`src/rtl/dest_scoreboard.sv`:
```
// Tracks issued register destinations through EX/MEM/WB; drives operand forwarding selects and a one-cycle load-use stall.
// Combinational fwd/stall from registered entries; issue_ready drops (no accept) only on a load-use hazard, and the source holds.
module dest_scoreboard #(
   parameter int ADDR_W = 5,
   parameter int CNT_W  = 16
) (
   input  logic              clk,
   input  logic              reset,
   input  logic              flush,
   input  logic              issue_valid,
   output logic              issue_ready,
   input  logic              issue_we,
   input  logic              issue_is_load,
   input  logic [ADDR_W-1:0] issue_dest,
   input  logic [ADDR_W-1:0] src_a,
   input  logic [ADDR_W-1:0] src_b,
   input  logic              src_a_used,
   input  logic              src_b_used,
   output logic [1:0]        fwd_a,
   output logic [1:0]        fwd_b,
   output logic              stall,
   output logic              wb_valid,
   output logic [ADDR_W-1:0] wb_dest,
   output logic [CNT_W-1:0]  stall_count
);

   logic              r_ex_v, r_mem_v, r_wb_v;
   logic [ADDR_W-1:0] r_ex_dest, r_mem_dest, r_wb_dest;
   logic              r_ex_ld;
   logic [CNT_W-1:0]  r_cnt;

   logic w_ex_live, w_mem_live, w_wb_live;
   logic w_a_ex, w_a_mem, w_a_wb;
   logic w_b_ex, w_b_mem, w_b_wb;
   logic w_stall;

   // r0 is hardwired zero, so an entry writing it never forwards.
   assign w_ex_live  = r_ex_v  & (r_ex_dest  != '0);
   assign w_mem_live = r_mem_v & (r_mem_dest != '0);
   assign w_wb_live  = r_wb_v  & (r_wb_dest  != '0);

   assign w_a_ex  = src_a_used & w_ex_live  & (r_ex_dest  == src_a);
   assign w_a_mem = src_a_used & w_mem_live & (r_mem_dest == src_a);
   assign w_a_wb  = src_a_used & w_wb_live  & (r_wb_dest  == src_a);
   assign w_b_ex  = src_b_used & w_ex_live  & (r_ex_dest  == src_b);
   assign w_b_mem = src_b_used & w_mem_live & (r_mem_dest == src_b);
   assign w_b_wb  = src_b_used & w_wb_live  & (r_wb_dest  == src_b);

   always_comb begin
      fwd_a = 2'b00;
      if (w_a_ex)       fwd_a = 2'b01;
      else if (w_a_mem) fwd_a = 2'b10;
      else if (w_a_wb)  fwd_a = 2'b11;
   end

   always_comb begin
      fwd_b = 2'b00;
      if (w_b_ex)       fwd_b = 2'b01;
      else if (w_b_mem) fwd_b = 2'b10;
      else if (w_b_wb)  fwd_b = 2'b11;
   end

   // Load data only exists at the end of MEM, so only an EX-stage load can stall.
   assign w_stall     = issue_valid & r_ex_ld & (w_a_ex | w_b_ex) & ~flush;
   assign stall       = w_stall;
   assign issue_ready = ~w_stall;

   assign wb_valid    = w_wb_live;
   assign wb_dest     = r_wb_dest;
   assign stall_count = r_cnt;

   always_ff @(posedge clk) begin
      if (reset) begin
         r_ex_v     <= 1'b0;
         r_mem_v    <= 1'b0;
         r_wb_v     <= 1'b0;
         r_ex_ld    <= 1'b0;
         r_ex_dest  <= '0;
         r_mem_dest <= '0;
         r_wb_dest  <= '0;
         r_cnt      <= '0;
      end else begin
         if (w_stall && (r_cnt != '1))
            r_cnt <= r_cnt + 1'b1;
         // The MEM entry is older than the redirect, so it still retires through WB.
         r_wb_v    <= r_mem_v;
         r_wb_dest <= r_mem_dest;
         if (flush) begin
            r_ex_v  <= 1'b0;
            r_mem_v <= 1'b0;
         end else begin
            r_mem_v    <= r_ex_v;
            r_mem_dest <= r_ex_dest;
            if (w_stall) begin
               r_ex_v  <= 1'b0;
               r_ex_ld <= 1'b0;
            end else begin
               r_ex_v    <= issue_valid & issue_we;
               r_ex_dest <= issue_dest;
               r_ex_ld   <= issue_is_load;
            end
         end
      end
   end

endmodule

```
`config.mk`:
```
export PLATFORM = sky130hd
export DESIGN_NAME = dest_scoreboard
export DESIGN_NICKNAME = d
export VERILOG_FILES = /design/src/rtl/dest_scoreboard.sv
export SDC_FILE = /design/constraint.sdc
export NUM_CORES = 1
export LEC_CHECK = 0
export BUFFER_PORTS_ARGS = -buffer_cell sky130_fd_sc_hd__buf_4
export CORE_ASPECT_RATIO = 0.7
export CORE_MARGIN = 3
export CORE_UTILIZATION = 39
export CTS_CLUSTER_DIAMETER = 100
export DETAILED_ROUTE_END_ITERATION = 7
export PLACE_DENSITY = 0.61
export SYNTH_ARGS = -nofsm -noshare
export SYNTH_HDL_FRONTEND = slang
export SYNTH_SLANG_ARGS = --single-unit
export TNS_END_PERCENT = 30
```
`constraint.sdc`:
```
create_clock -name clk -period 2.5 [get_ports clk]
set_clock_uncertainty 0.1 [all_clocks]
set_input_delay 0.5 -clock clk [delete_from_list [all_inputs] [get_ports clk]]
set_output_delay 0.5 -clock clk [all_outputs]
set_load 0.01 [all_outputs]
```
==> metrics.md <==
| Metric | Value |
|---|---|
| Global-route usage over all layers | `0.1804` |
| Hpwl dp | `3909 um` |
| Endpoint class of the critical path | `output pin` |
| Number of clock sinks seen by CTS | `35` |
| Overall die height | `65.25 um` |
| Iteration-0 DRC count of the detailed router | `121` |
| Number of levels the H-tree was split into | `2` |
| Count of input and output buffers | `50` |
| Layout cells sized above 1 | `0.3379` |
| Horizontal die dimension | `90.64 um` |
| Capturing point of the worst reg2reg path | `stall_count[10]$_SDFFE_PP0P_` |
| Worst hold path depth | `3` |
| Flip-flop and latch count after synthesis | `35` |
| Via count of the first global-routing pass | `1697` |
| Number of inserted filler cells in the final layout | `444` |
| Cell count after placement | `343` |
| Antenna diode count | `0` |
| Length of the first detailed-routing pass in iterations | `4` |
| Detailed-route wire length | `5240 um` |
| Antenna-violating nets left | `0` |
| Die Footprint | `0.005913 sq mm` |
| Sequential Power Share | `0.511` |
| R2R setup slack | `120 ps` |
| Hold WC Path Type | `input port to flop` |
| Hold EP | `r_ex_v$_SDFF_PP0_` |
| Largest voltage drop on the vdd net | `0.0002890 V` |
| Total number of placement rows | `20` |
| Proportion of synthesized chip area in sequential cells | `0.3583` |
| Area of the mapped netlist | `0.001956 sq mm` |
| Clock Pin Slew Worst Setup and Hold Paths | `70 ps` |
| Unrepaired setup endpoints after global routing | `yes` |
| Clock latency of the later-clocked register in the worst-skew pair | `280 ps` |
| Wire length of the first global-routing pass | `8535 um` |
| Clock root buffer master | `clkbuf_8` |
| Count of flip-flops with a built-in enable after synthesis | `0` |
| Maximum root-to-sink buffer count | `2` |
| Pin count of the biggest net entering global routing | `38` |
| Total net switching power | `0.2807 mW` |
| Number of non-filler instances in the completed layout | `359` |
| Actual slew at the worst max-slew pin | `447.7 ps` |
| Hold violation total from the final report | `0` |
| Initial antenna violation count | `0` |
| Core Region | `0.004579 sq mm` |
| Type of the worst setup path | `flop to output pin` |
| Top flip-flop cell by instance count after synthesis | `dfxtp_1` |
| Fraction of power consumed by combinational cells | `0.124` |
| Post-route clock period utilization | `0.9874` |
| Power per cell area | `425.4 mW/mm^2` |
| Worst slew margin relative to its limit | `0.6998` |
| Starting density of the core | `0.4270` |
| Max Transition Viols Final | `0` |
| Highest-count cells in the layout ignoring fill and taps | `buf_4, dfxtp_1, xor2_1` |
| Crit path cell chain | `buf_6 -> xor2_1 -> nor4_2 -> and3_2 -> nor2b_2 -> o21bai_1 -> buf_4` |
| Cell count after synthesis | `224` |
| Overflow left after global routing | `0` |
| Number of cells on the worst reg-to-reg path | `9` |
| Critical Path Source Type | `flop` |
| Worst Path Required | `1900 ps` |
| Min Clock Period, post-route | `2468 ps` |
| Number of warnings reported in the yosys synthesis log | `0` |
| F_max | `405.1 MHz` |
| Final GP Congestion | `0.7947` |
| Internal power contribution | `0.8547 mW` |
| Sw Share | `0.2473` |
| Routed vias | `1877` |
| Commonest non-fill, non-tap cell in the layout | `buf_4` |
| Via-per-instance ratio | `5.228` |
| Average routed wire per standard cell | `14.60 um` |
| Overall Power | `1.135 mW` |
| Share of synthesized registers carrying an async set or reset | `0` |
| I/O pin total | `51` |
| Cell variety after synth | `43` |
| Reg2Reg Launch Point | `r_ex_dest[0]$_SDFFE_PP0P_` |
| Hold Crit Start | `issue_we` |
| Crit path largest cell delay | `320 ps` |
| Number of failing setup endpoints in the final timing report | `0` |
| Arrival time worst endpoint | `1870 ps` |
| DR DRC count | `0` |
| Critical Path Slowest Stage Cell | `dfxtp_2` |
| Nets in the synthesized netlist | `248` |
| Status | `complete, no violations` |
| Clock power frac | `0.365` |
| Cell leakage power | `1.130 nW` |
| Final nets | `317` |
| Post-synthesis average cell area | `8.730 sq um` |
| CTS tree | `built` |
| Highest fanout seen on the critical path | `4` |
| Clock buffer count from CTS | `5` |
| Maximum Capacitance Violations | `0` |
| Area growth from synthesis to layout | `36.47%` |
-- cells by family after synthesis --
kind of cell,count (synthesis),synth area share
AOI/OAI and AO/OA,44,0.1510
xor gates and xnor gates,35,0.1567
adders and majority gates,1,0.006397
buffers and inverters,14,0.03263
DFF,35,0.3583
muxes,9,0.04735
and+or+nand+nor,86,0.2476
-- Yosys cell counts (2+ instances only) --
cell / number / share of area
inv_1: 5 / 0.0096
a21oi_1: 12 / 0.031
nor3_1: 2 / 0.0051
o21ai_2: 2 / 0.0090
o2111ai_1: 2 / 0.0090
clkbuf_1: 6 / 0.012
nor2_1: 19 / 0.036
nor2b_1: 12 / 0.038
o21bai_1: 2 / 0.0077
nand2_1: 6 / 0.012
mux2i_1: 7 / 0.036
o21ai_1: 2 / 0.0051
o21ai_0: 11 / 0.028
mux2_1: 2 / 0.012
nor4_1: 9 / 0.029
o31ai_1: 3 / 0.012
and3_2: 2 / 0.0077
o211ai_1: 4 / 0.015
xnor2_1: 6 / 0.027
dfxtp_1: 35 / 0.36
nand4_1: 5 / 0.016
xor2_1: 29 / 0.13
nand3_1: 12 / 0.031
or3_1: 4 / 0.013
or4_1: 6 / 0.023
o21a_1: 2 / 0.0077
-- layout make-up --
cell class	count	area, sq um	area share
Clock inverter	1	5.005	0.001875
Sequential cell	35	706.9	0.2649
Multi-Input combinational cell	175	1236	0.4632
Clock buffer	6	82.58	0.03094
Timing Repair Buffer	70	533.0	0.1997
Inverter	6	22.52	0.008439
Tap cell	66	82.58	0.03094
-- power groups by stage --
| stage | sequential [mW] | combinational, mW | clock (mW) |
|---|---|---|---|
| after floorplan | 0.591 | 0.0641 | 0 |
| after detailed placement | 0.592 | 0.128 | 0 |
| after global placement | 0.592 | 0.126 | 0 |
| after global routing | 0.582 | 0.154 | 0.451 |
| final | 0.581 | 0.141 | 0.414 |
| after CTS | 0.579 | 0.129 | 0.426 |
-- per-layer routing --
metal	global-route usage	vias up	wire length [um]
met1	0.2883	866	2850
li1	-	946	-
met4	0.04008	0	31
met5	0	-	0
met2	0.2336	61	2019
met3	0.04462	4	338
-- what timing repair did --
item | 4_1_cts | 5_1_grt
setup buffers | 0 | 9
setup endpoints to repair | 6 | 6
hold buffers | 0 | 0
pin swaps | 1 | 7
endpoints found under the hold margin | 0 | 0
gates resized for setup | 2 | 17
-- worst max-delay path: cells and delay by family (launching register included) --
| family | cells | cell delay (ps) |
|---|---|---|
| simple gates | 3 | 720 |
| compound gates | 1 | 120 |
| buf+inv | 2 | 260 |
| xor+xnor | 1 | 160 |
| flops | 1 | 320 |
-- how the worst max path moves through the flow --
stage	start	to	slack [ps]	cells after the start
2_1_floorplan	src_b[3]	fwd_b[0]	330	6
3_3_place_gp	src_a[4]	fwd_a[0]	50	7
3_5_place_dp	src_a[4]	fwd_a[0]	40	7
4_1_cts	r_ex_dest[0]$_SDFFE_PP0P_	fwd_a[0]	-80	7
5_1_grt	r_ex_dest[0]$_SDFFE_PP0P_	fwd_a[0]	-90	7
6_report	r_ex_dest[0]$_SDFFE_PP0P_	fwd_a[0]	30	7
-- through the flow --
stage	TNS (ps)	util	setup slack [ps]	cell area, sq um	hold WS, ps
3_3_place_gp	0	0.5361	48.19	2455	368.2
2_1_floorplan	0	-	332.8	1956	331.2
5_1_grt	-318.6	0.5828	-93.43	2669	384.0
3_5_place_dp	0	0.5361	36.26	2455	366.5
4_1_cts	-80.36	0.5560	-75.71	2546	374.4
6_report	0	0.5828	31.60	2669	376.0
-- registers in the layout, indices dropped and copies added (netlist names) --
| name | cells |
|---|---|
| r_ex_dest | 5 |
| r_ex_ld | 1 |
| r_ex_v | 1 |
| r_mem_dest | 5 |
| r_mem_v | 1 |
| r_wb_v | 1 |
| stall_count | 16 |
| wb_dest | 5 |
No activity file was read; power rests on OpenSTA's default activity.
